===== src/rtl/div_pkg.sv =====
// Shared encodings for the multi-cycle HI/LO divider.
// Optional build macro: DIV_ZERO_DETECT_EN (short-circuits a zero divisor
// through the BYZERO state instead of running the full iteration sequence).
package div_pkg;

  // FSM state encodings, kept as plain 2-bit constants for legacy users.
  localparam logic [1:0] DIV_FREE    = 2'b00;
  localparam logic [1:0] DIV_BY_ZERO = 2'b01;
  localparam logic [1:0] DIV_ON      = 2'b10;
  localparam logic [1:0] DIV_END     = 2'b11;

  // Result-valid and request levels.
  localparam logic DIV_RESULT_READY     = 1'b1;
  localparam logic DIV_RESULT_NOT_READY = 1'b0;
  localparam logic DIV_START            = 1'b1;
  localparam logic DIV_STOP             = 1'b0;

  // Operand width; the result bus is twice this ({HI, LO}).
  localparam int DIV_DATA_W = 32;

  // Zero-divisor short-circuit, selected at build time.
`ifdef DIV_ZERO_DETECT_EN
  localparam bit DIV_ZERO_DETECT = 1'b1;
`else
  localparam bit DIV_ZERO_DETECT = 1'b0;
`endif

endpackage


===== src/rtl/div.sv =====
// Radix-2 restoring divider, one quotient bit per clock.
// result_o = {remainder, quotient}: [63:32] feeds HI, [31:0] feeds LO.
// Handshake: EX raises start_i and holds it until it observes ready_o; the
// result is held with ready_o high for as long as start_i stays high, and
// both clear on the edge after start_i drops (or annul_i rises). A request
// is only sampled in FREE; operands are captured on that single edge.
// annul_i aborts an in-flight division without ever exposing a result.
// Optional build macro: DIV_ZERO_DETECT_EN (see div_pkg).
import div_pkg::*;

module div #(
  parameter int DATA_W = DIV_DATA_W
) (
  input  logic                  clk,
  input  logic                  rst,
  input  logic                  signed_div_i,
  input  logic [DATA_W-1:0]     opdata1_i,
  input  logic [DATA_W-1:0]     opdata2_i,
  input  logic                  start_i,
  input  logic                  annul_i,
  output logic [2*DATA_W-1:0]   result_o,
  output logic                  ready_o,
  output logic [1:0]            dbg_state_o
);

  localparam int CNT_W = $clog2(DATA_W) + 1;

  logic [1:0]          state_q, state_d;
  logic [CNT_W-1:0]    cnt_q, cnt_d;
  logic [2*DATA_W:0]   work_q, work_d;
  logic [DATA_W-1:0]   divisor_q, divisor_d;
  logic                signed_q, signed_d;
  logic                neg1_q, neg1_d;
  logic                neg2_q, neg2_d;
  logic [2*DATA_W-1:0] result_q, result_d;
  logic                ready_q, ready_d;

  logic [DATA_W-1:0]   abs1, abs2;
  logic [DATA_W:0]     temp;
  logic [DATA_W-1:0]   quo_raw, rem_raw, quo_fix, rem_fix;

  // Operand magnitudes, iteration subtractor and final sign correction.
  always_comb begin
    abs1    = (signed_div_i && opdata1_i[DATA_W-1]) ? -opdata1_i : opdata1_i;
    abs2    = (signed_div_i && opdata2_i[DATA_W-1]) ? -opdata2_i : opdata2_i;
    temp    = work_q[2*DATA_W:DATA_W] - {1'b0, divisor_q};
    quo_raw = work_q[DATA_W-1:0];
    rem_raw = work_q[2*DATA_W:DATA_W+1];
    quo_fix = (signed_q && (neg1_q ^ neg2_q)) ? -quo_raw : quo_raw;
    rem_fix = (signed_q && neg1_q) ? -rem_raw : rem_raw;
  end

  // Next-state and datapath update for the FREE/BYZERO/ON/END sequence.
  always_comb begin
    state_d   = state_q;
    cnt_d     = cnt_q;
    work_d    = work_q;
    divisor_d = divisor_q;
    signed_d  = signed_q;
    neg1_d    = neg1_q;
    neg2_d    = neg2_q;
    result_d  = result_q;
    ready_d   = ready_q;

    case (state_q)
      DIV_FREE: begin
        ready_d  = DIV_RESULT_NOT_READY;
        result_d = '0;
        if (start_i == DIV_START && !annul_i) begin
          if (DIV_ZERO_DETECT && opdata2_i == '0) begin
            state_d = DIV_BY_ZERO;
          end else begin
            work_d    = {{DATA_W{1'b0}}, abs1, 1'b0};
            divisor_d = abs2;
            signed_d  = signed_div_i;
            neg1_d    = opdata1_i[DATA_W-1];
            neg2_d    = opdata2_i[DATA_W-1];
            cnt_d     = '0;
            state_d   = DIV_ON;
          end
        end
      end

      DIV_BY_ZERO: begin
        result_d = '0;
        ready_d  = DIV_RESULT_READY;
        state_d  = DIV_END;
      end

      DIV_ON: begin
        if (annul_i) begin
          state_d  = DIV_FREE;
          ready_d  = DIV_RESULT_NOT_READY;
          result_d = '0;
        end else if (cnt_q != CNT_W'(DATA_W)) begin
          // A negative trial difference means the divisor does not fit:
          // shift in a 0, otherwise keep the difference and shift in a 1.
          if (temp[DATA_W]) begin
            work_d = {work_q[2*DATA_W-1:0], 1'b0};
          end else begin
            work_d = {temp[DATA_W-1:0], work_q[DATA_W-1:0], 1'b1};
          end
          cnt_d = cnt_q + 1'b1;
        end else begin
          result_d = {rem_fix, quo_fix};
          ready_d  = DIV_RESULT_READY;
          state_d  = DIV_END;
        end
      end

      DIV_END: begin
        if (start_i == DIV_STOP || annul_i) begin
          state_d  = DIV_FREE;
          ready_d  = DIV_RESULT_NOT_READY;
          result_d = '0;
        end
      end

      default: begin
        state_d = DIV_FREE;
      end
    endcase
  end

  // State registers; reset returns everything to idle immediately.
  always_ff @(posedge clk or negedge rst) begin
    if (!rst) begin
      state_q   <= DIV_FREE;
      cnt_q     <= '0;
      work_q    <= '0;
      divisor_q <= '0;
      signed_q  <= 1'b0;
      neg1_q    <= 1'b0;
      neg2_q    <= 1'b0;
      result_q  <= '0;
      ready_q   <= DIV_RESULT_NOT_READY;
    end else begin
      state_q   <= state_d;
      cnt_q     <= cnt_d;
      work_q    <= work_d;
      divisor_q <= divisor_d;
      signed_q  <= signed_d;
      neg1_q    <= neg1_d;
      neg2_q    <= neg2_d;
      result_q  <= result_d;
      ready_q   <= ready_d;
    end
  end

  assign result_o    = result_q;
  assign ready_o     = ready_q;
  assign dbg_state_o = state_q;

endmodule


===== config.mk =====
export PLATFORM = sky130hd
export DESIGN_NAME = div
export DESIGN_NICKNAME = d
export VERILOG_FILES = /design/src/rtl/div_pkg.sv /design/src/rtl/div.sv
export SDC_FILE = /design/constraint.sdc
export NUM_CORES = 1
export LEC_CHECK = 0
export CAP_MARGIN = 15
export CORE_ASPECT_RATIO = 1.2
export CORE_MARGIN = 4
export CORE_UTILIZATION = 45
export CTS_BUF_LIST = sky130_fd_sc_hd__clkbuf_8
export CTS_CLUSTER_DIAMETER = 50
export DETAILED_ROUTE_END_ITERATION = 10
export GPL_TIMING_DRIVEN = 0
export PLACE_DENSITY = 0.71
export SLEW_MARGIN = 20
export SYNTH_ARGS = -nofsm -noshare
export SYNTH_HDL_FRONTEND = slang
export SYNTH_SLANG_ARGS = --single-unit

===== constraint.sdc =====
create_clock -name clk -period 2.6 [get_ports clk]
set_input_delay 0.52 -clock clk [delete_from_list [all_inputs] [get_ports clk]]
set_output_delay 0.52 -clock clk [all_outputs]
set_load 0.01 [all_outputs]

==> impl_metrics.csv <==
group,metric,value,unit
sta,max_clock_freq,348,MHz
global_routing,grt_max_degree,95,
die,start_util,46.2,%
route,drc,0,
critical_path,cpMaxStageDelayCell,"dfrtp_1",
die,die_h,183,um
critical_path,worstPathMaxFanout,7,
sta,period_needed,2.88,ns
pwr,p_total,0.0179,W
logic_synthesis,synthFlopType,"dfrtp_1",
logic_synthesis,async_reset_ff_share,100,%
sta,drv_slew,0,
critical_path,required,2.97,ns
clocking,ctsHoldBuffers,0,
pwr,p_int,0.00930,W
clocking,insertion_delay,0.48,ns
clocking,cts_root_buf,"clkbuf_8",
critical_path,crit_arrival,3.25,ns
clocking,clock_sinks,173,
clocking,clock_path_buffers,2,
clocking,cts-buffers-inserted,17,
route,vias,10900,
placement,place.gp.congestion,0.934,
clocking,htree_num_levels,4,
final_layout,stdcell_area,14800,um2
final_layout,antennaDiodeCount,0,
die,core,25000,um2
logic_synthesis,ys_types,66,
final_layout,fin_nets,1696,
sta,setup_ws,-0.276,ns
sta,fin_crit_sh,111,%
die,die_area,28300,um2
logic_synthesis,synth_top_area_share,37.5,%
clocking,clkTransAtPathRegs,0.10,ns
pwr,pwr-share-clk,10.9,%
placement,placed_cell_area,13400,um2
pwr,p_comb_share,62.4,%
logic_synthesis,yosys.area.top_type,"dfrtp_1",
sta,tightest_slew,0.831,ns
route,drtIter0Drc,888,
route,via_per_inst,5.69,
global_routing,grt_first_pass_wirelength,54500,um
sta,final.setup_skew,0.0183,ns
sta,maxSlewHeadroom,44.6,%
placement,place_ws,-0.850,ns
logic_synthesis,synth_edf_count,0,
final_layout,drive_gt1_share,14.5,%
pwr,p_sw,0.00861,W
logic_synthesis,ys_top_cells_by_area,"dfrtp_1 (38%), nand2_1 (7.2%), o21ai_0 (6.5%)",
final_layout,fill_cells,2220,
die,io_pins,136,
global_routing,overflow,0,
route,drt_pass1_iterations,5,
logic_synthesis,synth.ff_latch_count,173,
critical_path,path_cells,"inv_1, ha_4, fa_2, nand2b_4, a21o_4, a211oi_4, o31a_1, a21oi_4, xor2_2, buf_6, a32o_1, a31o_2",
clocking,cts_tree,"yes",
logic_synthesis,netlist_instances,1401,
die,die_x,154,um
critical_path,end_kind,"flop",
logic_synthesis,seq_area_frac_synth,37.5,%
global_routing,grt_pass1_vias,10600,
global_routing,antenna_found_initial,0,
global_routing,grt_use_total,23.5,%
placement,port_buffers,135,
outcome,status,"complete, but fails checks",
pwr,swShare,48.1,%
pwr,powerDensity,1210,nW/um2
outcome,failed_checks,"negative setup slack",
route,post_drt_wl_per_cell,17.8,um
pwr,power_frac_seq,26.7,%
pwr,peakVddDrop,0.523,mV
placement,hpwl,25600,um
worst_hold_path,hold_class,"input port to asynchronous set/reset pin",
logic_synthesis,yosysWarnings,0,
critical_path,start_kind,"flop",
flow_run,maxCapViolations,0,
route,postRouteAntennaNets,0,
sta,fin_tns_setup,-6.22,ns
die,rows,63,
critical_path,max_stage_delay,0.39,ns
route,wirelength,34200,um
final_layout,area_growth,28.3,%
logic_synthesis,syn-cell-area,11500,um2
critical_path,crit_family,"compound AO/OA/AOI/OAI gates",
sta,hold_violations,0,
pwr,leakagePower,6.08,nW
logic_synthesis,avgSynthCellArea,8.24,um2
logic_synthesis,synth_nets,1513,
sta,setup_viol,32,
sta,rsz0062_at_grt,"yes",
critical_path,worstSetupPathType,"flop to flop",
critical_path,critPathBufInv,2,
==> registers in the layout (all words and copies together), names as in the netlist, named ones only <==
| name | count |
|---|---|
| ready_o | 1 |
| neg2_q | 1 |
| neg1_q | 1 |
| work_q | 65 |
| cnt_q | 6 |
| divisor_q | 32 |
| dbg_state_o | 1 |
| signed_q | 1 |
| result_o | 64 |
==> cell type report <==
class	instances	area (um2)	share of cell area, %
repair buffers	179	1760	11.9
flip-flops and latches	173	4350	29.4
well taps	325	407	2.75
plain buffers	72	329	2.22
inverters	59	225	1.52
clock buffers	18	248	1.67
multi-input cells	1082	7330	49.6
clock inverters	14	149	1.01
==> routing by layer <==
metal,track usage (%),wire [um]
met3,3.04,1630
met4,7.31,691
met5,0,0
met1,31.0,15100
met2,40.5,16800
==> through the flow <==
| stage | hold slack [ns] | instances | utilization (%) |
|---|---|---|---|
| floorplan | 0.224 | 1401 | - |
| global route | 0.116 | 1922 | 59.2 |
| CTS | 0.0920 | 1924 | 58.3 |
| finish | 0.0493 | 1922 | 59.2 |
| global placement | 0.462 | 1861 | 53.4 |
| detailed placement | 0.470 | 1862 | 53.5 |
==> cells by family (layout without fill, tap and decap cells) <==
family	Yosys count	after routing	share of synthesized area, %
simple gates	469	469	18.7
compound gates	414	414	22.1
fa+ha+maj	43	43	4.73
buf+inv	146	342	4.84
xor+xnor	142	142	10.8
mux	14	14	1.25
flops	173	173	37.5
==> power by group through the flow <==
| stage | Combinational [W] | Clock [W] | Sequential (W) |
|---|---|---|---|
| after floorplan | 0.00649 | 0 | 0.00461 |
| after global placement | 0.00920 | 0 | 0.00476 |
| after detailed placement | 0.00933 | 0 | 0.00480 |
| after CTS | 0.0107 | 0.00197 | 0.00474 |
| after global routing | 0.0123 | 0.00207 | 0.00491 |
| final | 0.0112 | 0.00195 | 0.00478 |
==> layout by cell type, fill, tap and decap left out, types with 9 or more instances in the layout <==
cell type        instances
a21o_1                  10
a21oi_1                 96
a31oi_1                  9
a32oi_1                 11
and2_1                   9
buf_4                   36
clkbuf_1                48
clkbuf_8                18
clkdlybuf4s50_1        125
dfrtp_1                158
dfrtp_2                 15
ha_1                    26
ha_2                     9
inv_1                   58
mux2i_1                 11
nand2_1                218
nand2b_1                 9
nand3_1                 19
nand3_2                 12
nand4_1                 10
nor2_1                  80
nor3_1                  29
nor4_1                  15
o21ai_0                136
o21ai_1                 18
o311ai_2                 9
o31ai_1                 36
or3_1                   13
xnor2_1                 74
xor2_1                  63
==> synth_stat cells (13+ instances only) <==
cell,number
a21oi_1,104
a32oi_1,13
clkbuf_1,70
dfrtp_1,173
ha_1,42
inv_1,59
nand2_1,220
nand3_1,32
nor2_1,82
nor3_1,31
nor4_1,21
o21ai_0,150
o311ai_0,14
o31ai_1,42
or3_1,15
xnor2_1,75
xor2_1,66
==> repair_timing <==
action / in CTS / in global routing
pin swaps: 43 / 22
gates cloned: 3 / 0
endpoints found under the hold margin: 0 / 0
setup buffers: 35 / 6
endpoints found under the setup margin: 62 / 97
gates resized for setup: 141 / 64
==> path summary, 6_finish.rpt <==
path / from / to / slack [ns] / cells after the start
max in group asynchronous: rst / result_o[53] / 1.69 / 2
min in group clk: opdata2_i[8] / divisor_q[8] / 0.42 / 3
hold / removal: rst / divisor_q[29] / 0.05 / 1
hold reg to reg: result_o[37] / result_o[37] / 0.49 / 2
setup reg to reg: work_q[32] / work_q[59] / -0.28 / 12
setup / recovery: work_q[32] / work_q[59] / -0.28 / 12
Note: power is estimated with default switching activity, not from simulation.
